<file path="src/rtl/lock_access_sequencer.sv">
// Keypad sequencer for the six-digit lock: collects BCD digits, checks them against the stored
// password, counts failures, times lockout and the unlock window, and sequences password writes.
module lock_access_sequencer #(
    parameter int unsigned MAX_FAIL       = 3,
    parameter int unsigned LOCKOUT_CYCLES = 1000,
    parameter int unsigned OPEN_CYCLES    = 500
) (
    input  logic        i_clk,
    input  logic        i_clr,
    input  logic        i_m,
    input  logic        i_key_valid,
    input  logic [3:0]  i_key_digit,
    input  logic        i_key_enter,
    input  logic        i_key_cancel,
    input  logic [23:0] i_pwd,
    output logic        o_pwd_we,
    output logic [23:0] o_pwd_wdata,
    output logic [23:0] o_entry_buf,
    output logic [2:0]  o_digit_cnt,
    output logic        o_unlock,
    output logic        o_alarm,
    output logic        o_res_ok,
    output logic        o_res_fail,
    output logic [2:0]  o_fail_cnt,
    output logic [2:0]  o_state
);

    localparam int unsigned MaxCycles = (LOCKOUT_CYCLES > OPEN_CYCLES) ? LOCKOUT_CYCLES
                                                                        : OPEN_CYCLES;
    localparam int unsigned TimerW = (MaxCycles > 2) ? $clog2(MaxCycles) : 1;
    localparam logic [TimerW-1:0] OpenLoad = TimerW'(OPEN_CYCLES - 1);
    localparam logic [TimerW-1:0] LockLoad = TimerW'(LOCKOUT_CYCLES - 1);
    localparam logic [2:0] MaxFail = 3'(MAX_FAIL);

    typedef enum logic [2:0] {
        StIdle    = 3'd0,
        StEntry   = 3'd1,
        StCheck   = 3'd2,
        StOpen    = 3'd3,
        StSet     = 3'd4,
        StLockout = 3'd5
    } state_e;

    state_e             r_state, w_state_d;
    logic [23:0]        r_buf, w_buf_d;
    logic [2:0]         r_cnt, w_cnt_d;
    logic [2:0]         r_fail_cnt, w_fail_cnt_d;
    logic [TimerW-1:0]  r_timer, w_timer_d;
    logic               r_pwd_we, w_pwd_we_d;
    logic [23:0]        r_pwd_wdata, w_pwd_wdata_d;
    logic               r_res_ok, w_res_ok_d;
    logic               r_res_fail, w_res_fail_d;

    // Strobe priority: cancel > enter > digit; lower strobes are dropped.
    logic        w_cancel, w_enter, w_digit_ok, w_room, w_timer_zero, w_match;
    logic [2:0]  w_fail_inc;
    logic [23:0] w_buf_shift;

    assign w_cancel     = i_key_cancel;
    assign w_enter      = i_key_enter && !i_key_cancel;
    assign w_digit_ok   = i_key_valid && !i_key_enter && !i_key_cancel && (i_key_digit <= 4'd9);
    assign w_room       = (r_cnt < 3'd6);
    assign w_timer_zero = (r_timer == '0);
    assign w_match      = (r_cnt == 3'd6) && (r_buf == i_pwd);
    assign w_fail_inc   = r_fail_cnt + 3'd1;
    assign w_buf_shift  = {r_buf[19:0], i_key_digit};

    always_comb begin
        w_state_d     = r_state;
        w_buf_d       = r_buf;
        w_cnt_d       = r_cnt;
        w_fail_cnt_d  = r_fail_cnt;
        w_timer_d     = r_timer;
        w_pwd_we_d    = 1'b0;
        w_pwd_wdata_d = r_pwd_wdata;
        w_res_ok_d    = 1'b0;
        w_res_fail_d  = 1'b0;

        case (r_state)
            StIdle: begin
                if (w_digit_ok && !i_m) begin
                    w_buf_d   = w_buf_shift;
                    w_cnt_d   = r_cnt + 3'd1;
                    w_state_d = StEntry;
                end
            end
            StEntry: begin
                if (w_cancel) begin
                    w_buf_d   = '0;
                    w_cnt_d   = '0;
                    w_state_d = StIdle;
                end else if (w_enter) begin
                    w_state_d = StCheck;
                end else if (w_digit_ok && w_room) begin
                    w_buf_d = w_buf_shift;
                    w_cnt_d = r_cnt + 3'd1;
                end
            end
            StCheck: begin
                w_buf_d = '0;
                w_cnt_d = '0;
                if (w_match) begin
                    w_res_ok_d   = 1'b1;
                    w_fail_cnt_d = '0;
                    w_timer_d    = OpenLoad;
                    w_state_d    = StOpen;
                end else begin
                    w_res_fail_d = 1'b1;
                    w_fail_cnt_d = w_fail_inc;
                    if (w_fail_inc == MaxFail) begin
                        w_timer_d = LockLoad;
                        w_state_d = StLockout;
                    end else begin
                        w_state_d = StIdle;
                    end
                end
            end
            StOpen: begin
                if (w_cancel) begin
                    w_buf_d   = '0;
                    w_cnt_d   = '0;
                    w_state_d = StIdle;
                end else if (w_digit_ok && i_m) begin
                    w_buf_d   = w_buf_shift;
                    w_cnt_d   = 3'd1;
                    w_timer_d = OpenLoad;
                    w_state_d = StSet;
                end else if (w_timer_zero) begin
                    w_buf_d   = '0;
                    w_cnt_d   = '0;
                    w_state_d = StIdle;
                end else begin
                    w_timer_d = r_timer - 1'b1;
                end
            end
            StSet: begin
                if (w_cancel || w_enter) begin
                    if (w_enter && (r_cnt == 3'd6)) begin
                        w_pwd_we_d    = 1'b1;
                        w_pwd_wdata_d = r_buf;
                    end
                    w_buf_d   = '0;
                    w_cnt_d   = '0;
                    w_state_d = StIdle;
                end else if (w_digit_ok && w_room) begin
                    w_buf_d   = w_buf_shift;
                    w_cnt_d   = r_cnt + 3'd1;
                    w_timer_d = OpenLoad;
                end else if (w_timer_zero) begin
                    w_buf_d   = '0;
                    w_cnt_d   = '0;
                    w_state_d = StIdle;
                end else begin
                    w_timer_d = r_timer - 1'b1;
                end
            end
            StLockout: begin
                if (w_timer_zero) begin
                    w_fail_cnt_d = '0;
                    w_buf_d      = '0;
                    w_cnt_d      = '0;
                    w_state_d    = StIdle;
                end else begin
                    w_timer_d = r_timer - 1'b1;
                end
            end
            default: begin
                w_buf_d   = '0;
                w_cnt_d   = '0;
                w_state_d = StIdle;
            end
        endcase
    end

    always_ff @(posedge i_clk) begin
        if (i_clr) begin
            r_state     <= StIdle;
            r_buf       <= '0;
            r_cnt       <= '0;
            r_fail_cnt  <= '0;
            r_timer     <= '0;
            r_pwd_we    <= 1'b0;
            r_pwd_wdata <= '0;
            r_res_ok    <= 1'b0;
            r_res_fail  <= 1'b0;
        end else begin
            r_state     <= w_state_d;
            r_buf       <= w_buf_d;
            r_cnt       <= w_cnt_d;
            r_fail_cnt  <= w_fail_cnt_d;
            r_timer     <= w_timer_d;
            r_pwd_we    <= w_pwd_we_d;
            r_pwd_wdata <= w_pwd_wdata_d;
            r_res_ok    <= w_res_ok_d;
            r_res_fail  <= w_res_fail_d;
        end
    end

    assign o_pwd_we    = r_pwd_we;
    assign o_pwd_wdata = r_pwd_wdata;
    assign o_entry_buf = r_buf;
    assign o_digit_cnt = r_cnt;
    assign o_unlock    = (r_state == StOpen) || (r_state == StSet);
    assign o_alarm     = (r_state == StLockout);
    assign o_res_ok    = r_res_ok;
    assign o_res_fail  = r_res_fail;
    assign o_fail_cnt  = r_fail_cnt;
    assign o_state     = r_state;

endmodule

</file>
<file path="config.mk">
export PLATFORM = sky130hd
export DESIGN_NAME = lock_access_sequencer
export DESIGN_NICKNAME = d
export VERILOG_FILES = /design/src/rtl/lock_access_sequencer.sv
export SDC_FILE = /design/constraint.sdc
export NUM_CORES = 1
export LEC_CHECK = 0
export ABC_AREA = 1
export CORE_ASPECT_RATIO = 1.25
export CORE_MARGIN = 4
export CORE_UTILIZATION = 45
export CTS_BUF_LIST = sky130_fd_sc_hd__clkbuf_16
export DETAILED_ROUTE_END_ITERATION = 10
export PLACE_DENSITY = 0.74
export SYNTH_ARGS = -nofsm -noshare
export SYNTH_HDL_FRONTEND = slang
export SYNTH_SLANG_ARGS = --single-unit
</file>
<file path="constraint.sdc">
create_clock -name i_clk -period 2.2 [get_ports i_clk]
set_input_delay 0.44 -clock i_clk [delete_from_list [all_inputs] [get_ports i_clk]]
set_output_delay 0.44 -clock i_clk [all_outputs]
set_load 0.01 [all_outputs]
</file>
== Word level (Yosys, flattened, before mapping) ==
Index checks and enable logic that the tools add are counted.

* Bits in registers: 70
* Bits of input ports: 34
* Output and inout bits: 62

* $add $sub $neg: 3
* $lt $le $gt $ge: 2
* Equality and inequality tests: 17
* Mux-type cells: 45
* Bitwise operators: 3
* Reductions and logical operators: 25

{| class="wikitable"
|+ Operator list
! operator !! number
|-
| 2-to-1 mux 24 bit || 9
|-
| one-hot mux 24 bit (5 select lines) || 1
|-
| 2-to-1 mux 10 bit || 7
|-
| 2-to-1 mux 3 bit || 21
|-
| one-hot mux 10 bit (4 select lines) || 1
|-
| == test 24 bit || 1
|-
| one-hot mux 3 bit (6 select lines) || 1
|-
| != test 3 bit (second input constant) || 5
|-
| one-hot mux 3 bit (5 select lines) || 1
|-
| logical NOT 10 bit || 1
|-
| subtractor 10 x 1 -> 10 bit (second input constant) || 1
|-
| == test 3 x 2 -> 1 bit (second input constant) || 3
|-
| == test 3 bit (second input constant) || 3
|-
| logical AND 1 bit || 9
|-
| AND reduction 3 bit || 3
|-
| adder 3 x 1 -> 3 bit (second input constant) || 2
|-
| != test 2 bit (second input constant) || 3
|-
| one-hot mux 3 bit (2 select lines) || 1
|-
| <= comparator 4 bit (second input constant) || 1
|-
| AND reduction 4 bit || 1
|-
| nonzero test 4 bit || 1
|-
| == test 3 x 1 -> 1 bit (second input constant) || 1
|-
| logical NOT 1 bit || 3
|-
| logical NOT 3 bit || 1
|-
| other kinds (9) || 14
|}

== Logic depth before layout (Yosys ltp) ==
Gate-level depths: netlist (run 1).

* Word-level depth: 9
* Depth in mapped cells: 13
* Mapped depth without buffers: 12

== Least setup slack after synthesis (run 1) ==
No wires, ideal clock.

* Kind: register to register
* Start point: reg r_timer[0]
* End point: reg r_fail_cnt[0] (netlist: o_fail_cnt[0])
* Arrival time: 1.657 ns
* Required time: 2.081 ns
* Path slack: 0.424 ns
* Stages on the path, launching flop included: 11
* Buffers on the path: 1
* Cells stage by stage: dfxtp_1 -> inv_1 -> ha_1 -> nand3_1 -> nor2_1 -> nand3_1 -> buf_2 -> o21ai_0 -> inv_1 -> o21ai_0 -> a21oi_1

* Longest elaborated chain between the ends: 3

{| class="wikitable"
|+ RTL lines
! item !! RTL line !! source
|-
| start: declaration || 48 || <nowiki>logic [TimerW-1:0] r_timer, w_timer_d;</nowiki>
|-
| start signal: assignment || 191 || <nowiki>r_timer <= w_timer_d;</nowiki>
|-
| logical NOT 10 bit || 63 || <nowiki>assign w_timer_zero = (r_timer == '0);</nowiki>
|-
| != test 2 x 1 -> 1 bit (no source line) || -- ||
|-
| AND reduction 2 bit (no source line) || -- ||
|-
| end signal: assignment || 190 || <nowiki>r_fail_cnt <= w_fail_cnt_d;</nowiki>
|-
| end: declaration || 47 || <nowiki>logic [2:0] r_fail_cnt, w_fail_cnt_d;</nowiki>
|}

Every way passes these cells.
A chain may end at the register's enable or synchronous reset.

== Final worst setup path (run 1) ==
* Start point: reg r_state[2] (netlist: o_state[2])
* End point: out o_alarm

* Longest elaborated chain between the ends: 1

{| class="wikitable"
|+ RTL lines
! item !! RTL line !! source
|-
| start: declaration || 44 || <nowiki>state_e r_state, w_state_d;</nowiki>
|-
| start signal: assignment || 177 || <nowiki>r_state <= StIdle;</nowiki>
|-
| start signal: assignment || 187 || <nowiki>r_state <= w_state_d;</nowiki>
|-
| == test 3 bit || 204 || <nowiki>assign o_alarm = (r_state == StLockout);</nowiki>
|-
| end: declaration || 21 || <nowiki>output logic o_alarm,</nowiki>
|}

Every way passes these cells.

==> impl_metrics.tcl, run 1 <==
set metrics [dict create \
    syn_inst 588 \
    seqPwrFrac 0.436 \
    dp_cells 840 \
    final_cell_mix "nand2_1 (139), clkdlybuf4s50_1 (93), nor2_1 (72)" \
    die_x_um 92.0 \
    crit_path_end_kind "output port" \
    max_cap_viol_count 0 \
    fp.dieArea_um2 10400 \
    fin_nets 771 \
    wl_um 11900 \
    grt_pass1_vias 4405 \
    grt_pass1_wl_um 19800 \
    multi_input_area_um2 2170 \
    gp_congestion 0.968 \
    cts_max_level 3 \
    synthFlopType "dfxtp_1" \
    start_util 0.459 \
    numClockSinks 70 \
    synth_edf_count 0 \
    drv_slew 0 \
    worstPathMaxFanout 4 \
    hold_ws_ns 0.482 \
    crit_chain "inv_2 > nor2_4 > nand2_1 > inv_1 > clkdlybuf4s50_1" \
    worst-path-buf-inv 3 \
    yosysWarnings 0 \
    worst_path_largest_cell_delay_ns 0.54 \
    post_drt_wl_per_cell_um 13.9 \
    worstSetupPathType "reg2out" \
    vias_per_cell 5.05 \
    dp_hpwl_um 9030 \
    grt_max_degree 39 \
    max_freq_ghz 0.478 \
    crit_family "buffers and inverters" \
    syn_nets 627 \
    period_share 0.951 \
    ys_seq_area_frac 0.353 \
    io_buffer_count 95 \
    insertion_delay_ns 0.33 \
    async_flop_share 0 \
    ant_nets 0 \
    p_comb_frac 0.099 \
    status "completed" \
    rsz0062_at_grt "false" \
    p_int_mw 2.27 \
    finalHoldViolations 0 \
    antenna_found_initial 0 \
    crit_slowest_cell "clkdlybuf4s50_1" \
    seq_area_um2 1410 \
    min_period_ns 2.09 \
    fp.dieH_um 113 \
    p_clk_frac 0.464 \
    hp-class "reg2reg" \
    synthesis.area_um2 3970 \
    tritoncts "done" \
    numCtsBuffers 9 \
    stdcell_area_um2 5680 \
    required_ns 1.76 \
    final_common_cell "nand2_1" \
    cts_hold_buffers 0 \
    skew_ns 0.00526 \
    sw_frac_of_total 0.228 \
    layout-drive-gt1-share 0.193 \
    core.rowCount 38 \
    grt_overflow 0 \
    finalSetupViolations 0 \
    nFillCells 798 \
    ys_types 38 \
    drt_first_pass_iters 5 \
    p_per_area_nw_per_um2 518 \
    critPathArrivalTime_ns 1.65 \
    root_buffer "clkbuf_16" \
    clock_path_buffers 2 \
    core_um2 8650 \
    final_util 0.657 \
    setup_tns_ns 0 \
    peakVddDrop_mv 0.421 \
    max_slew.worst_pin.slew_ns 0.520 \
    syn_to_final_growth_pct 43.2 \
    synth_seq_cells 70 \
    start_kind "register" \
    stdcell_count 856 \
    vias 4323 \
    leakage_nw 2.34 \
    p_switching_mw 0.670 \
    drtIter0Drc 200 \
    dpl_cell_area_um2 5390 \
    io_pins 96 \
    diodes 0 \
    max-slew-margin-rel 0.654 \
    grt_use_total 0.236 \
    clk_pin_slew_ns 0.05 \
    syn_avg_cell_area_um2 6.75 \
    drc 0 \
]
[metrics by stage]
stage                     total power [mW]  setup WS [ns]
after floorplan                       1.45          0.424
after global placement                1.60        -0.0510
after detailed placement              1.60         -0.103
after CTS                             2.97          0.108
after global routing                  3.07         0.0151
final                                 2.94          0.108
[worst reg2reg max path, stage by stage (launching register included)]
cell,delay [ns]
dfxtp_1,0.31
inv_1,0.15
ha_1,0.22
nand3_1,0.15
nor2_2,0.19
nand3_1,0.08
buf_4,0.20
o21ai_0,0.27
inv_1,0.13
o21ai_0,0.17
a21oi_1,0.06
[cell families (layout without fill, tap and decap cells)]
kind of cell    count (synthesis)  count (layout)  synth area share
compound gates                111             111             0.166
buf+inv                        91             239             0.101
flops                          70              70             0.353
xor+xnor                        8               8            0.0177
fa+ha+maj                       5               5            0.0158
simple gates                  303             303             0.346
[flip-flops by register name, indices dropped and copies added, names as in the netlist]
| signal | cells |
|---|---|
| r_timer | 10 |
| o_entry_buf | 24 |
| o_res_fail | 1 |
| o_state | 3 |
| o_pwd_wdata | 24 |
| o_res_ok | 1 |
| o_digit_cnt | 3 |
| o_fail_cnt | 3 |
| o_pwd_we | 1 |
[path summary, 6_finish.rpt]
check / slack [ns] / to / start / depth (start not counted)
min: 0.48 / o_pwd_wdata[19] / o_pwd_wdata[19] / 2
max: 0.11 / o_alarm / o_state[2] / 5
min reg2reg: 0.48 / o_pwd_wdata[19] / o_pwd_wdata[19] / 2
max reg2reg: 0.16 / o_fail_cnt[0] / r_timer[0] / 10
[synth_stat cells (6+ instances only)]
library cell	count	area share
nor2_1	73	0.069
nand2_2	22	0.035
clkbuf_1	8	0.0076
nand2_1	139	0.13
inv_1	65	0.061
nand3_1	37	0.047
dfxtp_1	70	0.35
a21oi_2	20	0.044
o21ai_0	42	0.053
inv_2	6	0.0057
nand4_1	13	0.020
a21oi_1	40	0.050
[power by group through the flow]
stage                     logic [mW]  registers [mW]  clock network (mW)
after floorplan                0.142            1.31                   0
after global placement         0.285            1.31                   0
after detailed placement       0.289            1.31                   0
after CTS                      0.291            1.28                1.40
after global routing           0.319            1.28                1.47
final                          0.292            1.28                1.37
[final cells by class]
class                   count  area share
multi-input cells         427       0.382
clock buffers               9      0.0396
clock inverters             6     0.00947
well taps                 120      0.0264
flip-flops and latches     70       0.247
repair buffers            151       0.247
inverters                  73      0.0487
[routing by layer]
metal / up-vias / share of wire / GRT usage / wire (um)
met4: 0 / 0.036 / 0.116 / 425
met1: 1961 / 0.40 / 0.264 / 4760
met2: 153 / 0.50 / 0.420 / 5990
li1: 2164 / - / - / -
met5: - / 0 / 0 / 0
met3: 45 / 0.058 / 0.0525 / 694
[timing repair]
item,4_1_cts,5_1_grt
setup buffers,1,0
resized for setup,4,2
endpoints found under the setup margin,1,1
pin swaps,1,0
Power figures use the tool's default switching activity.
==> run 2: changes to the inputs <==
--- a/config.mk
+++ b/config.mk
@@ -6,12 +6,14 @@
 export NUM_CORES = 1
 export LEC_CHECK = 0
 export ABC_AREA = 1
+export CELL_PAD_IN_SITES_DETAIL_PLACEMENT = 0
+export CELL_PAD_IN_SITES_GLOBAL_PLACEMENT = 1
 export CORE_ASPECT_RATIO = 1.25
 export CORE_MARGIN = 4
-export CORE_UTILIZATION = 45
+export CORE_UTILIZATION = 35
 export CTS_BUF_LIST = sky130_fd_sc_hd__clkbuf_16
 export DETAILED_ROUTE_END_ITERATION = 10
-export PLACE_DENSITY = 0.74
+export PLACE_DENSITY_LB_ADDON = 0.1
 export SYNTH_ARGS = -nofsm -noshare
 export SYNTH_HDL_FRONTEND = slang
 export SYNTH_SLANG_ARGS = --single-unit
==> run 2 against run 1 <==
Effect of this change:
- fmax increased by 6.0%
- clock power down 7%
- worst setup slack improved by 0.12 ns
- critical endpoint is now o_entry_buf[23]
- hold slack got worse by 0.026 ns
==> impl_metrics.tcl, run 2 (same netlist as run 1, synthesis figures left out) <==
set metrics [dict create \
    status "completed" \
    p_comb_frac 0.108 \
    clock_path_buffers 2 \
    finalHoldViolations 0 \
    drc 0 \
    finalSetupViolations 0 \
    crit_chain "clkdlybuf4s50_1 > inv_1 > nand2_1 > nor2_4 > nand2_2 > o21ai_2 > o21ai_2 > a21oi_2 > and2_4 > buf_12 > nand2_1 > a21oi_1" \
    worst_path_largest_cell_delay_ns 0.42 \
    p_per_area_nw_per_um2 495 \
    diodes 0 \
    skew_ns 0.00795 \
    max-slew-margin-rel 0.608 \
    fp.dieH_um 127 \
    peakVddDrop_mv 0.263 \
    vias_per_cell 4.81 \
    cts_max_level 3 \
    crit_slowest_cell "clkdlybuf4s50_1" \
    core_um2 11100 \
    dp_hpwl_um 9920 \
    crit_path_end_kind "register" \
    seqPwrFrac 0.447 \
    grt_max_degree 43 \
    period_share 0.897 \
    r2r-start "r_timer[1]" \
    max_cap_viol_count 0 \
    max_freq_ghz 0.507 \
    numCtsBuffers 9 \
    die_x_um 103 \
    setup.worst_path.start "i_key_enter" \
    drv_slew 0 \
    worstPathMaxFanout 12 \
    post_drt_wl_per_cell_um 14.5 \
    io_pins 96 \
    worstHoldPathCells 4 \
    core.rowCount 43 \
    p_switching_mw 0.699 \
    antenna_found_initial 0 \
    root_buffer "clkbuf_16" \
    grt_pass1_wl_um 20900 \
    fin_nets 785 \
    final_cell_mix "nand2_1 (139), clkdlybuf4s50_1 (92), nor2_1 (72)" \
    numClockSinks 70 \
    hp-start "i_clr" \
    p_int_mw 2.17 \
    fp.dieArea_um2 13100 \
    clk_pin_slew_ns 0.06 \
    p_clk_frac 0.445 \
    reg2reg_setup_slack_ns 0.26 \
    crit_path_end "o_entry_buf[23]" \
    r2r_cells 13 \
    insertion_delay_ns 0.33 \
    worstSetupPathType "in2reg" \
    leakage_nw 2.42 \
    dpl_cell_area_um2 5530 \
    stdcell_area_um2 5800 \
    ant_nets 0 \
    start_util 0.358 \
    grt_use_total 0.202 \
    gp_congestion 0.899 \
    drt_first_pass_iters 5 \
    hp-class "in2reg" \
    start_kind "input pin" \
    syn_to_final_growth_pct 46.1 \
    critPathArrivalTime_ns 2.23 \
    nFillCells 1129 \
    max_slew.worst_pin.slew_ns 0.589 \
    vias 4252 \
    min_period_ns 1.97 \
    cts_hold_buffers 0 \
    wl_um 12900 \
    tritoncts "done" \
    layout-drive-gt1-share 0.210 \
    sw_frac_of_total 0.244 \
    grt_pass1_vias 4340 \
    grt_overflow 0 \
    r2r_end "r_timer[0]" \
    required_ns 2.46 \
    final_common_cell "nand2_1" \
    final_util 0.523 \
    drtIter0Drc 136 \
    io_buffer_count 95 \
    rsz0062_at_grt "false" \
]
## run 2: power groups by stage
stage          clock network (mW)  registers (mW)  logic (mW)
6_report                     1.28            1.28       0.309
5_1_grt                      1.37            1.28       0.339
4_1_cts                      1.32            1.28       0.311
3_5_place_dp                    0            1.31       0.310
3_3_place_gp                    0            1.31       0.311
2_1_floorplan                   0            1.31       0.142
## run 2: cell type report
cell class / count / area [um2] / share of cell area
inverters: 73 / 277 / 0.0477
repair buffers: 165 / 1520 / 0.263
flip-flops and latches: 70 / 1400 / 0.242
multi-input cells: 427 / 2170 / 0.375
clock buffers: 9 / 225 / 0.0388
clock inverters: 5 / 30.0 / 0.00518
well taps: 135 / 169 / 0.0291
## run 2: how the worst min path moves through the flow
stage / to
2_1_floorplan: r_timer[7]
3_3_place_gp: o_pwd_wdata[18]
3_5_place_dp: r_timer[7]
4_1_cts: r_timer[6]
5_1_grt: r_timer[6]
6_report: r_timer[6]
## run 2: critical path: cells and delay by family
family          cells  cell delay, ns
compound gates      4            0.54
buf+inv             3            0.67
simple gates        5            0.55
## run 2: through the flow
stage          cells  setup WS [ns]  hold slack (ns)  setup TNS [ns]  power (mW)
2_1_floorplan    588          0.424            0.452               0        1.45
3_3_place_gp     869         -0.240            0.467           -6.25        1.62
3_5_place_dp     869         -0.245            0.471           -5.85        1.62
4_1_cts          884         0.0443            0.453               0        2.92
5_1_grt          884         0.0354            0.477               0        2.99
6_report         884          0.226            0.456               0        2.87
## run 2: what timing repair did
item | in CTS | in global routing
pin swaps | 1 | 0
gates resized for setup | 3 | 3
setup endpoints to repair | 2 | 27
setup buffers | 1 | 0
## run 2: layer usage
metal,share of wire,wire (um),vias to the layer above,track usage
met2,0.52,6740,100,0.366
met3,0.042,538,19,0.0393
met1,0.41,5320,1932,0.233
met5,0,0,-,0
li1,-,-,2201,-
met4,0.020,253,0,0.0686
